===== config.mk =====
export PLATFORM = sky130hd
export DESIGN_NAME = dmem_arbiter
export DESIGN_NICKNAME = d
export VERILOG_FILES = /design/src/rtl/dmem_arbiter.sv
export SDC_FILE = /design/constraint.sdc
export NUM_CORES = 1
export LEC_CHECK = 0
export BUFFER_PORTS_ARGS = -buffer_cell sky130_fd_sc_hd__buf_2
export CAP_MARGIN = 15
export CORE_MARGIN = 1
export CORE_UTILIZATION = 38
export DETAILED_ROUTE_END_ITERATION = 10
export PLACE_DENSITY = 0.89
export SLEW_MARGIN = 20
export SYNTH_ARGS = -nofsm -noshare
export SYNTH_HDL_FRONTEND = slang
export SYNTH_SLANG_ARGS = --single-unit

===== constraint.sdc =====
create_clock -name clk -period 1.9 [get_ports clk]
set_input_delay 0.285 -clock clk [delete_from_list [all_inputs] [get_ports clk]]
set_output_delay 0.285 -clock clk [all_outputs]
set_load 0.02 [all_outputs]

===== src/rtl/dmem_arbiter.sv =====
// Round-robin arbiter sharing one single-ported data memory between two requesters,
// with bounded burst ownership (lock) and registered read-data return.
module dmem_arbiter #(
    parameter int ADDR_W    = 16,
    parameter int DATA_W    = 16,
    parameter int MAX_BURST = 4
) (
    input  logic              clk,
    input  logic              rst_n,
    input  logic              r0_req,
    input  logic              r0_we,
    input  logic [ADDR_W-1:0] r0_addr,
    input  logic [DATA_W-1:0] r0_wdata,
    input  logic              r0_lock,
    output logic              r0_gnt,
    output logic              r0_rvalid,
    output logic [DATA_W-1:0] r0_rdata,
    input  logic              r1_req,
    input  logic              r1_we,
    input  logic [ADDR_W-1:0] r1_addr,
    input  logic [DATA_W-1:0] r1_wdata,
    input  logic              r1_lock,
    output logic              r1_gnt,
    output logic              r1_rvalid,
    output logic [DATA_W-1:0] r1_rdata,
    output logic [ADDR_W-1:0] mem_access_addr,
    output logic [DATA_W-1:0] mem_write_data,
    output logic              mem_write_en,
    output logic              mem_read,
    input  logic [DATA_W-1:0] mem_read_data
);

    localparam int CNT_W = $clog2(MAX_BURST + 1);

    typedef enum logic [1:0] {IDLE, OWN0, OWN1} state_t;

    state_t             state_reg, state_next;
    logic               last_gnt_reg, last_gnt_next;
    logic [CNT_W-1:0]   beat_cnt_reg, beat_cnt_next;
    logic               r0_rvalid_reg, r1_rvalid_reg;
    logic [DATA_W-1:0]  r0_rdata_reg, r1_rdata_reg;

    logic pick0, pick1, owned, sel_lock, sel_we;

    // Owner keeps the memory while it requests; otherwise fall back to round-robin.
    always_comb begin
        pick0 = 1'b0;
        pick1 = 1'b0;
        owned = 1'b0;
        if (state_reg == OWN0 && r0_req) begin
            pick0 = 1'b1;
            owned = 1'b1;
        end else if (state_reg == OWN1 && r1_req) begin
            pick1 = 1'b1;
            owned = 1'b1;
        end else if (r0_req && r1_req) begin
            if (last_gnt_reg) pick0 = 1'b1;
            else              pick1 = 1'b1;
        end else if (r0_req) begin
            pick0 = 1'b1;
        end else if (r1_req) begin
            pick1 = 1'b1;
        end
    end

    assign r0_gnt = pick0 & rst_n;
    assign r1_gnt = pick1 & rst_n;

    always_comb begin
        mem_access_addr = '0;
        mem_write_data  = '0;
        mem_write_en    = 1'b0;
        mem_read        = 1'b0;
        sel_lock        = 1'b0;
        sel_we          = 1'b0;
        if (r0_gnt) begin
            mem_access_addr = r0_addr;
            mem_write_data  = r0_wdata;
            sel_we          = r0_we;
            sel_lock        = r0_lock;
        end else if (r1_gnt) begin
            mem_access_addr = r1_addr;
            mem_write_data  = r1_wdata;
            sel_we          = r1_we;
            sel_lock        = r1_lock;
        end
        if (r0_gnt || r1_gnt) begin
            mem_write_en = sel_we;
            mem_read     = ~sel_we;
        end
    end

    always_comb begin
        state_next    = IDLE;
        beat_cnt_next = '0;
        last_gnt_next = last_gnt_reg;
        if (r0_gnt || r1_gnt) begin
            last_gnt_next = r1_gnt;
            if (owned) begin
                // Release after the final permitted beat even if lock is still held.
                if (sel_lock && (beat_cnt_reg + CNT_W'(1)) != CNT_W'(MAX_BURST)) begin
                    state_next    = state_reg;
                    beat_cnt_next = beat_cnt_reg + CNT_W'(1);
                end
            end else if (sel_lock && MAX_BURST > 1) begin
                state_next    = r1_gnt ? OWN1 : OWN0;
                beat_cnt_next = CNT_W'(1);
            end
        end
    end

    always_ff @(posedge clk) begin
        if (!rst_n) begin
            state_reg     <= IDLE;
            last_gnt_reg  <= 1'b1;
            beat_cnt_reg  <= '0;
            r0_rvalid_reg <= 1'b0;
            r1_rvalid_reg <= 1'b0;
            r0_rdata_reg  <= '0;
            r1_rdata_reg  <= '0;
        end else begin
            state_reg     <= state_next;
            last_gnt_reg  <= last_gnt_next;
            beat_cnt_reg  <= beat_cnt_next;
            r0_rvalid_reg <= r0_gnt & ~r0_we;
            r1_rvalid_reg <= r1_gnt & ~r1_we;
            if (r0_gnt && !r0_we) r0_rdata_reg <= mem_read_data;
            if (r1_gnt && !r1_we) r1_rdata_reg <= mem_read_data;
        end
    end

    assign r0_rvalid = r0_rvalid_reg;
    assign r1_rvalid = r1_rvalid_reg;
    assign r0_rdata  = r0_rdata_reg;
    assign r1_rdata  = r1_rdata_reg;

endmodule


==> results.yml, run 1 <==
min_path:
  hold_path.startpoint: "mem_read_data[12]"
  min-delay-path-class: "input pin to flop"
detailed_routing:
  num_vias: 2336
  drt_wl_total_mm: 6.966
  first_pass_iters: 4
  ant_nets: 0
  vias_per_cell: 5.100
  wl_per_cell_um: 15.21
  drt_iter0_markers: 166
  drc: 0
floorplanning:
  start_util_pct: 40.00
  die-area_sq_um: 5292
  die_y_um: 72.75
  core.rowCount: 25
  core_sq_um: 4755
  die_w_um: 72.75
  ioPinCount: 158
grt:
  grt_pass1_wl_mm: 9.556
  overflow: 0
  track_usage_pct: 23.40
  antenna_found_initial: 1
  grt_pass1_vias: 1924
  grt_max_degree: 35
clocking:
  cts_tree: "built"
  path_clk_slew_ns: 0.07
  numCtsBuffers: 5
  cts-root-buf: "clkbuf_8"
  clock_latency_ns: 0.29
  clk_path_buf_depth: 2
  cts.htree.levels: 2
  cts_sinks: 40
finish:
  drive_gt1_share_pct: 50.51
  layout-area-overhead-vs-synth_pct: 73.75
  mostFrequentLayoutCells: "121 x buf_2, 51 x nand2_1, 37 x dfxtp_1, 37 x buf_6, 33 x a22o_1"
  nets: 479
  final_common_cell: "buf_2"
sta:
  finalHoldViolations: 0
  slew_viol_final: 0
  hold_ws_ns: 0.2013
  finalCritPeriodShare_pct: 109.4
  fin_tns_setup_ns: -4.843
  rsz0062_at_grt: "true"
  maxSlewHeadroom_pct: 70.86
  fmax_ghz: 0.4809
  min_period_ns: 2.080
  setup_viol: 34
  worst_pin_slew_ns: 0.4371
  setup_ws_ns: -0.1795
  finalClockSkew_ns: 0.003393
synth:
  synthCells: 223
  synth_area_sq_um: 1902
  synthesis.nets: 313
  ys_ff_latch: 40
  ys_seq_area_share_pct: 42.11
  ys_types: 28
  avgSynthCellArea_sq_um: 8.528
  yosysWarnings: 0
worst_setup_path:
  required_ns: 1.62
  arrival_ns: 1.79
  cp-end-kind: "output pin"
  cp_cell_sequence: "and3b_2, a311oi_4, buf_4, buf_6, a22o_1, buf_6"
  path_class: "flop to output pin"
  reg2reg_from: "state_reg[1]"
  cp_common_cell: "buf_6"
  cp_max_fo: 7
  max_stage_delay_ns: 0.39
  worstSetupStartpoint: "state_reg[1]"
  cp_slowest_cell: "dfxtp_4"
  start_kind: "flop"
pwr:
  power_mw: 2.250
  max-vdd-ir-drop_uv: 303.9
  power.leakage_nw: 1.598
  power-per-cell-area_nw_per_um2: 680.8
place:
  hpwl_mm: 4.839
  port_buffers: 157
  gp_congestion: 0.7324
  dp_slack_ns: 0.05291
outcome:
  outcome: "finished with violations"
  violations: "setup timing"
run:
  maxCapViolCount: 0
[worst paths after layout]
path,endpoint,slack (ns),cells past startpoint
worst max register to register,beat_cnt_reg[1],0.23,6
worst min register to register,r0_rdata[10],0.45,2
worst min-delay path,r1_rdata[12],0.20,3
worst max-delay path,mem_write_data[11],-0.18,6
[critical path, delay by kind of cell, from the launching register on]
family	cells	cell delay [ns]
AO/OA/AOI/OAI	2	0.43
buffers and inverters	3	0.44
AND/OR/NAND/NOR	1	0.24
flip-flops	1	0.39
[layer usage]
metal | global-route usage [%] | part of all wire (%)
met5 | 0 | 0
met4 | 6.318 | 0.76
met3 | 6.768 | 9.2
met2 | 34.89 | 49
met1 | 32.93 | 41
[final cells by class]
cell class                 instances  area [sq um]
antenna                            1         2.502
inverter                           2         7.507
timing repair buffer             177          1235
fill                             389          1450
sequential                        40         807.0
clock inverter                     2         38.79
multi-input combinational        163          1047
tap                               67         83.83
clock buffer                       6         82.58
[where the power goes]
group | switching [mW] | leakage (nW) | total [mW] | internal, mW
Sequential | 0.0223 | 0.328 | 0.900 | 0.878
Clock | 0.297 | 0.0614 | 0.726 | 0.429
Combinational | 0.320 | 1.21 | 0.623 | 0.303
Total | 0.639 | 1.60 | 2.25 | 1.61
[synthesized netlist by cell type]
master,number,area share [%]
buf_4,1,0.39
clkbuf_1,9,1.8
and3_1,1,0.33
o21a_1,1,0.39
nand2b_1,3,0.99
mux2i_1,1,0.53
a211oi_2,1,0.66
nand2_1,51,10
buf_2,8,2.1
or2_2,1,0.33
ha_1,2,1.3
and3b_1,2,0.92
o21ai_1,9,2.4
nor4_1,1,0.33
o21ai_0,24,6.3
a21oi_1,2,0.53
a22oi_1,1,0.39
a22o_1,33,15
nor2b_1,2,0.66
a211oi_1,1,0.39
nor4b_2,1,0.79
dfxtp_1,40,42
a311oi_2,1,0.79
inv_1,2,0.39
nor2_1,5,0.99
a311oi_4,1,1.4
nor4b_1,1,0.46
nand3b_1,18,7.1
[cells by family (layout without fill, tap and decap cells)]
logic type	after synthesis	count (layout)	share of synthesized area (%)
buf+inv	20	187	4.671
compound gates	74	74	28.42
flops	40	40	42.11
mux	1	1	0.5263
other cells	0	1	0
simple gates	86	86	22.96
fa+ha+maj	2	2	1.316
[repair_timing]
action,4_1_cts,5_1_grt
setup endpoints to repair,36,36
cloned,2,1
resized for setup,31,58
setup buffers,5,2
hold buffers,0,0
pin swaps,2,23
[through the flow]
stage	utilization (%)	std cells	area, sq um
global route	69.45	457	3302
CTS	65.66	455	3122
global placement	59.24	440	2816
floorplan	-	223	1902
finish	69.50	458	3304
detailed placement	59.24	440	2816
Note: power is estimated with default switching activity, not from simulation.
==> run 2, diff against run 1 <==
Settings changed: CAP_MARGIN 15 to not set.
Clock period 1.9 ns to 2 ns, I/O delays scaled along.
==> run 2 against run 1 <==
Hold slack improved by 0.029 ns. The run still ends with setup timing left. Sequential power is 4.9% lower. Clock power down 30%. Setup slack improved by 0.087 ns.
==> results.yml, run 2 (synthesis gave the netlist of run 1 again) <==
outcome:
  outcome: "finished with violations"
  violations: "setup timing"
worst_setup_path:
  cp-end-kind: "output pin"
  cp_max_fo: 9
  arrival_ns: 1.79
  setup.worst_path.end: "mem_write_data[2]"
  start_kind: "flop"
  required_ns: 1.70
  rr_worst_depth: 7
  reg2reg_from: "state_reg[1]"
  regToRegEndpoint: "beat_cnt_reg[1]"
  worstSetupStartpoint: "last_gnt_reg"
  path_class: "flop to output pin"
  r2r_slack_ns: 0.19
floorplanning:
  core.rowCount: 25
  start_util_pct: 40.00
  core_sq_um: 4755
  die_w_um: 72.75
  ioPinCount: 158
  die_y_um: 72.75
  die-area_sq_um: 5292
detailed_routing:
  vias_per_cell: 5.210
  drc: 0
  drt_iter0_markers: 126
  first_pass_iters: 4
  wl_per_cell_um: 16.46
  drt_wl_total_mm: 7.590
  ant_nets: 0
  num_vias: 2402
clocking:
  cts-root-buf: "clkbuf_8"
  cts_sinks: 40
  cts.htree.levels: 2
  clk_path_buf_depth: 2
  path_clk_slew_ns: 0.08
  clock_latency_ns: 0.28
  cts_tree: "built"
  numCtsBuffers: 5
finish:
  design_area_sq_um: 3354
  mostFrequentLayoutCells: "125 x buf_2, 51 x nand2_1, 37 x dfxtp_1, 37 x buf_6, 32 x a22o_1"
  final_common_cell: "buf_2"
  drive_gt1_share_pct: 51.78
  nFillCells: 375
  diodes: 0
  multiInputGateArea_sq_um: 1065
  nets: 484
  seqCellArea_sq_um: 809.5
  final_core_util_pct: 70.55
  layout-area-overhead-vs-synth_pct: 76.38
run:
  maxCapViolCount: 0
sta:
  worst_pin_slew_ns: 0.4242
  finalClockSkew_ns: 0.003230
  slew_viol_final: 0
  finalHoldViolations: 0
  rsz0062_at_grt: "true"
  setup_viol: 33
  min_period_ns: 2.093
  maxSlewHeadroom_pct: 71.72
  setup_ws_ns: -0.09280
  fmax_ghz: 0.4778
  finalCritPeriodShare_pct: 104.6
grt:
  grt_max_degree: 34
  track_usage_pct: 25.36
  grt_pass1_wl_mm: 10.27
  grt_pass1_vias: 2119
  overflow: 0
  antenna_found_initial: 0
pwr:
  power-per-cell-area_nw_per_um2: 591.0
  max-vdd-ir-drop_uv: 348.8
  power.leakage_nw: 1.624
place:
  hpwl_mm: 5.047
  postPlaceCellArea_sq_um: 2794
  gp_congestion: 0.7670
  port_buffers: 157
  dp_slack_ns: 0.1255
min_path:
  hold_path.startpoint: "mem_read_data[10]"
  min-delay-path-class: "input pin to flop"
[run 2: cell type report]
type | instances | area share [%]
multi-input cells | 163 | 31.74
well taps | 67 | 2.499
clock inverters | 2 | 0.3730
clock buffers | 5 | 2.051
repair buffers | 182 | 38.98
flip-flops and latches | 40 | 24.13
inverters | 2 | 0.2238
[run 2: how the worst min path moves through the flow]
stage | end | slack, ns | cells after the start
floorplan | r1_rdata[0] | 0.41 | 2
global placement | r0_rdata[13] | 0.44 | 2
detailed placement | r0_rdata[10] | 0.45 | 2
CTS | r1_rdata[13] | 0.22 | 3
global route | r1_rdata[2] | 0.23 | 3
finish | r1_rdata[10] | 0.23 | 3
[run 2: timing repair]
item	CTS	global route
buffers inserted	4	6
hold buffers	0	0
setup endpoints to repair	36	34
gates cloned	2	6
gates resized for setup	76	12
pin swaps	2	17
[run 2: critical path, cell delays in order (launching register included)]
cell and delay (ns):
dfxtp_4 0.37, and3b_2 0.24, a211oi_4 0.21, buf_6 0.15
buf_6 0.11, buf_12 0.12, a22o_1 0.16, buf_6 0.13
[run 2: layer usage]
| layer | wire length (um) | GRT usage [%] | vias to the layer above |
|---|---|---|---|
| met5 | 0 | 0 | - |
| met4 | 34 | 5.229 | 0 |
| met3 | 820 | 8.149 | 4 |
| met2 | 3640 | 41.54 | 120 |
| met1 | 3094 | 32.74 | 1133 |
| li1 | - | - | 1145 |
[run 2: stage by stage]
| step | setup TNS (ns) | total power, mW | instances | hold slack [ns] |
|---|---|---|---|---|
| global route | -3.848 | 2.077 | 461 | 0.2274 |
| detailed placement | 0 | 1.353 | 437 | 0.4453 |
| finish | -2.002 | 1.982 | 461 | 0.2301 |
| floorplan | 0 | 1.129 | 223 | 0.4086 |
| global placement | 0 | 1.342 | 437 | 0.4352 |
| CTS | -1.237 | 1.950 | 450 | 0.2216 |
[run 2: power by group]
part	internal (mW)	total (mW)	switching (mW)
Combinational	0.301	0.618	0.318
Clock	0.236	0.509	0.272
Sequential	0.834	0.856	0.0219
Total	1.37	1.98	0.612
